[config.mk]
export PLATFORM = sky130hd
export DESIGN_NAME = serdes_tx_arbiter
export DESIGN_NICKNAME = d
export VERILOG_FILES = /design/src/rtl/serdes_tx_arbiter.sv
export SDC_FILE = /design/constraint.sdc
export NUM_CORES = 1
export LEC_CHECK = 0
export CAP_MARGIN = 20
export CORE_UTILIZATION = 50
export DETAILED_ROUTE_END_ITERATION = 10
export MAX_ROUTING_LAYER = met4
export PLACE_DENSITY = 0.81
export REMOVE_ABC_BUFFERS = 1
export SYNTH_ARGS = -nofsm -noshare
export SYNTH_HDL_FRONTEND = slang
export SYNTH_SLANG_ARGS = --single-unit
[constraint.sdc]
create_clock -name clk -period 4.15 [get_ports clk]
set_input_delay 0.83 -clock clk [delete_from_list [all_inputs] [get_ports clk]]
set_output_delay 0.83 -clock clk [all_outputs]
set_load 0.02 [all_outputs]
[src/rtl/serdes_tx_arbiter.sv]
// Round-robin arbiter that frames one producer word at a time onto a serial link:
// start bit, requester ID MSB-first, data MSB-first, then a one-cycle gap.
module serdes_tx_arbiter #(
  parameter int N_REQ  = 4,
  parameter int DATA_W = 8
) (
  input  logic                      clk,
  input  logic                      rst,
  input  logic [N_REQ-1:0]          req,
  input  logic [N_REQ*DATA_W-1:0]   data,
  output logic [N_REQ-1:0]          ack,
  output logic                      dout,
  output logic                      busy,
  output logic [$clog2(N_REQ)-1:0]  grant_id
);

  localparam int ID_W  = $clog2(N_REQ);
  localparam int SR_W  = ID_W + DATA_W;
  localparam int MAX_W = (ID_W > DATA_W) ? ID_W : DATA_W;
  localparam int CNT_W = $clog2(MAX_W) + 1;

  typedef enum logic [2:0] {S_IDLE, S_START, S_ID, S_DATA, S_GAP} state_e;

  state_e            state_q, state_d;
  logic [N_REQ-1:0]  ack_q, ack_d;
  logic              dout_q, dout_d;
  logic              busy_q, busy_d;
  logic [ID_W-1:0]   grant_q, grant_d;
  logic [ID_W-1:0]   last_q, last_d;
  logic [SR_W-1:0]   sr_q, sr_d;
  logic [CNT_W-1:0]  cnt_q, cnt_d;

  logic [N_REQ-1:0]  pending;
  logic              any_pending;
  logic              found;
  logic [ID_W-1:0]   winner;
  logic [ID_W-1:0]   cand;
  int                arb_idx;
  logic [DATA_W-1:0] word_arr [N_REQ];

  for (genvar g = 0; g < N_REQ; g++) begin : g_words
    assign word_arr[g] = data[g*DATA_W +: DATA_W];
  end

  // Search starts one past the previous grant so every requester gets a turn.
  always_comb begin
    pending     = req ^ ack_q;
    any_pending = |pending;
    found       = 1'b0;
    winner      = '0;
    cand        = '0;
    arb_idx     = 0;
    for (int i = 1; i <= N_REQ; i++) begin
      arb_idx = (int'(last_q) + i) % N_REQ;
      cand    = ID_W'(arb_idx);
      if (!found && pending[cand]) begin
        found  = 1'b1;
        winner = cand;
      end
    end
  end

  // NOTE: every next-state signal gets a default first, so no path leaves one unassigned and no latch is inferred.
  always_comb begin
    state_d = state_q;
    ack_d   = ack_q;
    dout_d  = 1'b0;
    grant_d = grant_q;
    last_d  = last_q;
    sr_d    = sr_q;
    cnt_d   = cnt_q;
    unique case (state_q)
      S_IDLE, S_GAP: begin
        if (any_pending) begin
          state_d = S_START;
          dout_d  = 1'b1;
          grant_d = winner;
          last_d  = winner;
          sr_d    = {winner, word_arr[winner]};
        end else begin
          state_d = S_IDLE;
        end
      end
      S_START: begin
        state_d = S_ID;
        dout_d  = sr_q[SR_W-1];
        sr_d    = {sr_q[SR_W-2:0], 1'b0};
        cnt_d   = CNT_W'(ID_W - 1);
      end
      S_ID: begin
        dout_d = sr_q[SR_W-1];
        sr_d   = {sr_q[SR_W-2:0], 1'b0};
        if (cnt_q == '0) begin
          state_d = S_DATA;
          cnt_d   = CNT_W'(DATA_W - 1);
        end else begin
          cnt_d = cnt_q - 1'b1;
        end
      end
      S_DATA: begin
        if (cnt_q == '0) begin
          // Last data bit is done: release the producer as the gap starts.
          state_d        = S_GAP;
          ack_d[grant_q] = ~ack_q[grant_q];
        end else begin
          dout_d = sr_q[SR_W-1];
          sr_d   = {sr_q[SR_W-2:0], 1'b0};
          cnt_d  = cnt_q - 1'b1;
        end
      end
      default: state_d = S_IDLE;
    endcase
    busy_d = (state_d != S_IDLE);
  end

  // NOTE: sequential state uses non-blocking assignments so all registers update together at the edge.
  always_ff @(posedge clk) begin
    if (rst) begin
      state_q <= S_IDLE;
      ack_q   <= '0;
      dout_q  <= 1'b0;
      busy_q  <= 1'b0;
      grant_q <= '0;
      last_q  <= ID_W'(N_REQ - 1);
      sr_q    <= '0;
      cnt_q   <= '0;
    end else begin
      state_q <= state_d;
      ack_q   <= ack_d;
      dout_q  <= dout_d;
      busy_q  <= busy_d;
      grant_q <= grant_d;
      last_q  <= last_d;
      sr_q    <= sr_d;
      cnt_q   <= cnt_d;
    end
  end

  assign ack      = ack_q;
  assign dout     = dout_q;
  assign busy     = busy_q;
  assign grant_id = grant_q;

endmodule

# After elaboration in Yosys (flattened, before gate mapping)

Cells that the tools add are included.

Register bits after elaboration: 27
Latch bits: 0
Bits in writable memories: 0
Memory bits (read-only): 0
Bits of input ports: 38
Output and inout port bits: 8
Logic and storage cells: 84
Memories kept: 0

$add $sub $neg: 5
Multiply operators: 0
Div/mod/pow operators: 0
Magnitude comparators: 7
Eq/ne operators: 6
Shifts and indexed selects: 0
Mux-type cells: 36
Bitwise operators: 3
Reductions and logical operators: 19

Operators by type and width:

| operator              | count |
|---|---|
| $pmux W10 S3          | 1 |
| $mux W10              | 2 |
| $bmux W8 S2           | 1 |
| $mux W8               | 2 |
| $lt A2 B3 Y1 const B  | 5 |
| $mux W1               | 12 |
| $pmux W3 S4           | 1 |
| $pmux W4 S3           | 1 |
| $bmux W1 S2           | 5 |
| $reduce_bool A3 Y1    | 3 |
| $mux W2               | 4 |
| $mux W4               | 2 |
| $eq A3 B2 Y1 const B  | 2 |
| $mux W3               | 2 |
| $reduce_and A2 Y1     | 3 |
| $add A2 B1 Y2 const B | 2 |
| $add A2 B2 Y2 const B | 2 |
| $bwmux W4             | 1 |
| $logic_and A1 B1 Y1   | 4 |
| $logic_not A4 Y1      | 1 |
| $ne A2 B2 Y1 const B  | 2 |
| $reduce_or A2 Y1      | 2 |
| $reduce_or A4 Y1      | 1 |
| $sub A4 B1 Y4 const B | 1 |
| other kinds (12)      | 14 |

# Depth between registers and ports, before layout

Gate-level depths: netlist (run 1).

Depth after elaboration: 19
Mapped depth: 8
Mapped depth without buffers: 7

# Least setup slack after synthesis (run 1)

No wires, ideal clock.

Path kind: input to register
From: in req[0]
To: reg sr_q[1]
Setup time: 0.134 ns
Arrival: 2.124 ns
Data required time: 4.016 ns
Slack: 1.891 ns
Stages on the path: 6
Path buffers: 1
Cell sequence: xor2_1 o41a_4 or2_1 buf_2 o21bai_1 a211oi_2

Longest elaborated chain between the ends: 19
Elaborated cells between the ends (all ways): 31
Classes of those cells: 1 x eq/ne; 20 x mux; 2 x bitwise; 8 x reduce/logical

Ends and longest elaborated chain:

| item                                       | line | RTL |
|---|---|---|
| start, declared                            | 9    | `input logic [N_REQ-1:0] req,` |
| $xor A4 B4 Y4 (*)                          | 47   | `pending = req ^ ack_q;` |
| $bmux W1 S2                                | 56   | `if (!found && pending[cand]) begin` |
| $mux W1 (implied by the code)              | 56   |  |
| $mux W1                                    | 56   |  |
| $logic_not A1 Y1                           | 56   |  |
| $logic_and A1 B1 Y1                        | 56   |  |
| $mux W1                                    | 56   |  |
| $logic_not A1 Y1                           | 56   |  |
| (+2 left out)                              | -    |  |
| $logic_not A1 Y1                           | 56   |  |
| $logic_and A1 B1 Y1                        | 56   |  |
| $mux W2                                    | 56   |  |
| $not A2 Y3 (implied by the code)           | 79   | `sr_d = {winner, word_arr[winner]};` |
| $bmux W8 S2                                | 79   |  |
| $mux W8 (implied by the code) (2 in a row) | 79   |  |
| $mux W10                                   | 74   | `if (any_pending) begin` |
| $pmux W10 S3                               | 72   | `unique case (state_q)` |
| end signal, assigned                       | 134  | `sr_q <= sr_d;` |
| end, declared                              | 30   | `logic [SR_W-1:0] sr_q, sr_d;` |

Every way passes the cells marked *; elsewhere a longest branch is shown, timed or not. The select of a mux whose other input is x is not followed.
A chain may end at the register's enable or synchronous reset.

# Worst setup path in the final report (run 1)

From: in req[1]
To: reg sr_q[0]

The elaborated chain is that of the path after synthesis.

==> impl_metrics.csv, run 1 <==
group,metric,value,unit
cts,clk_pin_slew_worst_paths,0.10,ns
timing,setup_viol,0,
logic_synthesis,synth_top_cell_area_share,0.288,
floorplan,fp.coreArea,3470,um2
critical_path,worst-endpoint-arrival,3.00,ns
logic_synthesis,synthDistinctLibCells,52,
logic_synthesis,avgSynthCellArea,9.11,um2
logic_synthesis,synth_enable_flop_cells,0,
cts,post-cts-setup-buffers,0,
critical_path,crit_path_max_incr_delay,0.59,ns
timing,report.final.slew_viol_count,0,
critical_path,path_delay_family,"simple AND/OR/NAND/NOR gates",
timing,post-route-worst-setup-slack,1.36,ns
critical_path,worst_setup_path_start_kind,"input port",
cells_and_area,layout.cells.non_filler,288,
logic_synthesis,synth_area,1880,um2
logic_synthesis,yosys_warning_count,0,
logic_synthesis,synth_top_cells_by_area,"dfxtp_1 29%, a211oi_2 5.3%, mux2i_1 4.8%",
timing,fmax,358,MHz
grt,pin_count_of_the_biggest_net_entering_global_routing,29,
timing,totalNegativeSetupSlack,0,ns
place,gp_congestion,0.850,
logic_synthesis,postSynth.topFlopCell,"dfxtp_1",
logic_synthesis,synth_async_sr_flop_share,0,
detailed_routing,drt-initial-drc-count,109,
critical_path,setup.worst_path.class,"input port to flop",
timing,finClkSkew,0.0122,ns
critical_path,crit_path_max_fanout,17,
floorplan,floorplan_die_area,4000,um2
detailed_routing,vias_per_cell,6.07,
cts,clock-sinks,27,
cells_and_area,total_inserted_antenna_cells,0,
cells_and_area,layout.cell_area.non_filler,2360,um2
cts,clock_tree_buf_depth,2,
floorplan,die_height,63.3,um
cts,worstSkewPairLatency,0.28,ns
timing,slew-limit-headroom,0.358,
timing,worst_pin_slew,0.959,ns
logic_synthesis,netlist.top_cell.by_area,"dfxtp_1",
grt,grt-ovfl-total,0,
timing,rsz_0062_raised_after_global_routing,"no",
cells_and_area,final_layout_size_suffix_gt1_frac,0.103,
place,place_inst,284,
grt,via_count_of_the_first_global_routing_pass,1716,
hold_path,holdCritPathClass,"flop to flop",
floorplan,initial_utilization,0.541,
logic_synthesis,ys_seq_area_frac,0.288,
cells_and_area,flow.area_growth_from_synthesis,25.5,%
power_and_ir_drop,p_leak,0.866,nW
place,placed_cell_area,2310,um2
critical_path,crit_chain,"clkdlybuf4s50_1 -> xor2_1 -> o41a_4 -> or2_1 -> or3b_1 -> o31ai_1",
flow_run,max_cap_violations,0,
grt,track_usage,0.257,
detailed_routing,drt_first_pass_iters,4,
power_and_ir_drop,peak_supply_drop,281,uV
place,detailedPlace.worstSlack,1.09,ns
critical_path,timing.critical_path.slowest_stage_cell,"o41a_4",
cts,cts_buf_count,3,
power_and_ir_drop,total_power_divided_by_cell_area,544,nW/um2
cells_and_area,num-nets-final,282,
detailed_routing,routed-via-count,1747,
detailed_routing,drc_errors,0,
floorplan,die_w,63.3,um
cts,root_buffer,"clkbuf_8",
detailed_routing,ant_nets,0,
critical_path,end_kind,"flop",
place,io_buffers,45,
detailed_routing,routedWlPerCell,16.3,um
status,status,"finished, final reports clean",
cts,cts.repair.resized,0,
timing,min_period_over_period,0.673,
timing,timing.final.crit_period,2.79,ns
logic_synthesis,post_synth_inst_count,206,
grt,first_pass_grt_wire_length,8060,um
critical_path,worstPathBufferInverterCount,1,
cts,cts_max_level,1,
floorplan,io_pins,46,
grt,antenna_found_initial,0,
floorplan,row_count,21,
logic_synthesis,synth_seq_cells,27,
detailed_routing,drt-total-wl,4690,um
timing,hold_violations,0,
cts,cts.hold.buffers_added,0,
critical_path,critical_path_required,4.35,ns
place,dp.final_hpwl,3320,um
cts,cts_tree,"built",
[cells in the mapped netlist (3+ instances only)]
| cell type | n |
|---|---|
| nor2_1 | 24 |
| nand2b_1 | 3 |
| clkbuf_1 | 4 |
| inv_1 | 4 |
| or4b_2 | 6 |
| nand2_1 | 5 |
| a211oi_2 | 8 |
| dfxtp_1 | 27 |
| o2bb2ai_1 | 7 |
| a211oi_1 | 4 |
| nand3_1 | 3 |
| o41ai_1 | 7 |
| o21bai_1 | 10 |
| xnor2_1 | 7 |
| xor2_1 | 8 |
| mux2i_1 | 9 |
| and4_1 | 7 |
| nor2b_1 | 3 |
| buf_2 | 6 |
| nor3_1 | 6 |
| a21oi_1 | 4 |
| o31a_1 | 7 |
[cells in the final DEF (no fill, tap or decap), types with 3 or more instances in the layout]
master,count
nor2b_1,3
or4b_2,6
a211oi_2,8
inv_1,4
xnor2_1,7
clkdlybuf4s50_1,45
nand2_1,5
o41ai_1,7
nand2b_1,3
nor2_1,24
mux2i_1,9
nand3_1,3
a211oi_1,4
and4_1,7
o31a_1,7
o2bb2ai_1,7
nor3_1,6
a21oi_1,4
dfxtp_1,27
xor2_1,8
clkbuf_8,3
o21bai_1,10
[final timing paths]
path              slack, ns             startpoint                   end  cells past startpoint
setup / recovery       1.36                 req[1]  sr_q[0]$_SDFFE_PP0P_                      6
setup reg to reg       1.66  cnt_q[0]$_SDFFE_PP0P_  sr_q[5]$_SDFFE_PP0P_                      7
hold / removal         0.49   sr_q[8]$_SDFFE_PP0P_  sr_q[9]$_SDFFE_PP0P_                      2
hold reg to reg        0.49   sr_q[8]$_SDFFE_PP0P_  sr_q[9]$_SDFFE_PP0P_                      2
[per-layer routing]
layer	vias up	part of all wire	track usage
met5	-	0	-
met4	0	0.0058	0.0625
met3	2	0.049	0.0489
met2	57	0.47	0.423
met1	827	0.47	0.323
li1	861	-	-
[flip-flops by register name, indices dropped and copies added (netlist names)]
name and cells:
cnt_q 4, busy 1, grant_id 2, dout 1
sr_q 10, state_q 3, ack 4, last_q 2
[worst register-to-register path: cells and delay by family, from the launching register on]
kind	cells	cell delay, ns
AO/OA/AOI/OAI	3	0.89
adder cells (fa/ha/maj)	1	0.21
buffers and inverters	1	0.07
flip-flops	1	0.35
AND/OR/NAND/NOR	2	0.86
[kinds of logic (layout without fill, tap and decap cells)]
group / count (synthesis) / count (layout) / share of synthesized area
buf+inv: 17 / 53 / 0.0480
simple gates: 71 / 71 / 0.232
xor+xnor: 15 / 15 / 0.0700
flops: 27 / 27 / 0.288
mux: 9 / 9 / 0.0480
fa+ha+maj: 1 / 1 / 0.00667
compound gates: 66 / 66 / 0.307
[report_power, final]
group,leakage (nW),internal [mW],switching (mW)
sequential,0.223,0.344,0.0862
clock,0.0255,0.0675,0.0870
combinational,0.617,0.316,0.381
total,0.866,0.727,0.554
[through the flow]
stage / hold slack (ns) / utilization / total power, mW
after floorplan: 0.449 / - / 0.937
after global placement: 0.469 / 0.666 / 1.11
after detailed placement: 0.474 / 0.666 / 1.12
after CTS: 0.489 / 0.679 / 1.28
after global routing: 0.515 / 0.679 / 1.38
final: 0.489 / 0.679 / 1.28
[final cells by class]
type	instances	area [um2]
Clock buffer	3	41.3
Sequential cell	27	541
Tap cell	46	57.6
Fill cell	301	1110
Clock inverter	1	5.00
Multi-Input combinational cell	162	1250
Inverter	4	15.0
Timing Repair Buffer	45	450
No activity file was read; power rests on OpenSTA's default activity.
==> inputs of run 2 (changes only) <==
clock period = 2.8 ns   (was 4.15 ns; I/O delays follow)
==> impl_metrics.csv, run 2 (synthesis gave the netlist of run 1 again) <==
group,metric,value,unit
status,status,"finished, final reports clean",
floorplan,die_w,63.3,um
critical_path,setup.worst_path.class,"input port to flop",
cells_and_area,filler_cell_count,304,
cells_and_area,layout.cell_area.non_filler,2420,um2
cts,cts_buf_count,3,
grt,first_pass_grt_wire_length,8260,um
cts,cts.hold.buffers_added,0,
place,placed_cell_area,2370,um2
timing,slew-limit-headroom,0.501,
critical_path,regToRegEndpoint,"sr_q[6]$_SDFFE_PP0P_",
cts,cts_max_level,1,
timing,min_period_over_period,0.877,
place,detailedPlace.worstSlack,0.0872,ns
power_and_ir_drop,p_leak,0.901,nW
cells_and_area,flow.area_growth_from_synthesis,28.9,%
critical_path,worstReg2RegStart,"cnt_q[0]$_SDFFE_PP0P_",
place,io_buffers,45,
place,place_inst,292,
floorplan,fp.coreArea,3470,um2
cts,root_buffer,"clkbuf_8",
timing,totalNegativeSetupSlack,0,ns
detailed_routing,routed-via-count,1748,
critical_path,worst-endpoint-arrival,2.62,ns
detailed_routing,ant_nets,0,
grt,via_count_of_the_first_global_routing_pass,1701,
timing,holdWs,0.495,ns
power_and_ir_drop,totalPowerFinal,1.99,mW
grt,antenna_found_initial,0,
timing,hold_violations,0,
cells_and_area,layout.cells.most_common_list,"45 x clkdlybuf4s50_1, 27 x dfxtp_1, 24 x nor2_1",
place,dp.final_hpwl,3490,um
power_and_ir_drop,peak_supply_drop,560,uV
timing,finClkSkew,0.00441,ns
timing,timing.final.crit_period,2.45,ns
cells_and_area,layout.cells.non_filler,296,
cts,worstSkewPairLatency,0.29,ns
detailed_routing,drt_first_pass_iters,4,
floorplan,initial_utilization,0.541,
critical_path,crit_path_max_fanout,8,
hold_path,holdCritPathClass,"flop to flop",
cts,clk_pin_slew_worst_paths,0.10,ns
timing,fmax,407,MHz
hold_path,min_delay_path_depth,2,
cells_and_area,largest_register_ffs,10,
detailed_routing,routedWlPerCell,16.4,um
hold_path,hold_path_end,"sr_q[9]$_SDFFE_PP0P_",
floorplan,io_pins,46,
timing,post-route-worst-setup-slack,0.345,ns
critical_path,end_kind,"flop",
cells_and_area,total_inserted_antenna_cells,0,
critical_path,regToRegSetupSlack,0.57,ns
hold_path,hp-start,"sr_q[8]$_SDFFE_PP0P_",
floorplan,row_count,21,
critical_path,r2r.worst_path.cells,8,
timing,setup_viol,0,
detailed_routing,vias_per_cell,5.91,
place,gp_congestion,0.849,
grt,pin_count_of_the_biggest_net_entering_global_routing,21,
cts,cts_tree,"built",
flow_run,max_cap_violations,0,
grt,grt-ovfl-total,0,
critical_path,critical_path_required,2.97,ns
power_and_ir_drop,total_power_divided_by_cell_area,822,nW/um2
grt,track_usage,0.269,
cells_and_area,postLayoutCoreUtil,0.697,
cts,cts.repair.resized,0,
timing,rsz_0062_raised_after_global_routing,"no",
critical_path,worst_setup_path_start_kind,"input port",
cts,post-cts-setup-buffers,0,
cells_and_area,registers.top_by_ff_count,"sr_q",
timing,report.final.slew_viol_count,0,
floorplan,die_height,63.3,um
floorplan,floorplan_die_area,4000,um2
cells_and_area,num-nets-final,290,
cells_and_area,final_layout_size_suffix_gt1_frac,0.132,
timing,worst_pin_slew,0.749,ns
detailed_routing,drc_errors,0,
cells_and_area,most_frequent_standard_cell_in_the_layout_excluding_fill_and_tap_cells,"clkdlybuf4s50_1",
cts,clock-sinks,27,
detailed_routing,drt-total-wl,4870,um
detailed_routing,drt-initial-drc-count,124,
cts,clock_tree_buf_depth,2,
[run 2: worst max path at each step]
stage / start / end / slack (ns) / cells after the start
floorplan: req[0] / sr_q[0]$_SDFFE_PP0P_ / 0.63 / 5
global placement: req[1] / sr_q[3]$_SDFFE_PP0P_ / 0.12 / 6
detailed placement: req[1] / sr_q[3]$_SDFFE_PP0P_ / 0.09 / 6
CTS: req[1] / sr_q[7]$_SDFFE_PP0P_ / 0.38 / 6
global route: req[1] / sr_q[3]$_SDFFE_PP0P_ / 0.18 / 6
finish: req[1] / sr_q[3]$_SDFFE_PP0P_ / 0.35 / 6
[run 2: layout make-up]
class	instances	area [um2]	share of cell area
multi-input combinational	162	1250	0.515
sequential	27	541	0.223
timing repair buffer	53	510	0.211
tap	46	57.6	0.0238
clock buffer	3	41.3	0.0171
inverter	4	15.0	0.00621
clock inverter	1	7.51	0.00310
[run 2: critical path: stages]
cell             delay, ns
clkdlybuf4s50_1       0.52
xor2_1                0.36
o211ai_1              0.41
and4_1                0.33
o41ai_1               0.35
a211oi_2              0.09
[run 2: power breakdown]
group	internal [mW]	total, mW	leakage (nW)	switching (mW)
Combinational	0.519	1.11	0.656	0.594
Clock	0.102	0.243	0.0217	0.141
Sequential	0.509	0.633	0.223	0.124
[run 2: routing by layer]
| metal | up-vias | part of all wire | track usage | wire length, um |
|---|---|---|---|---|
| met5 | - | 0 | - | 0 |
| met1 | 811 | 0.48 | 0.357 | 2310 |
| met3 | 5 | 0.041 | 0.0380 | 198 |
| met2 | 50 | 0.47 | 0.422 | 2310 |
| li1 | 882 | - | - | - |
| met4 | 0 | 0.0099 | 0.0795 | 48 |
==> inputs of run 3 (changes only) <==
SLEW_MARGIN = 30   (was unset)
==> results of run 3 <==
Same layout as run 2: the final DEF is identical, and so are final timing and power.
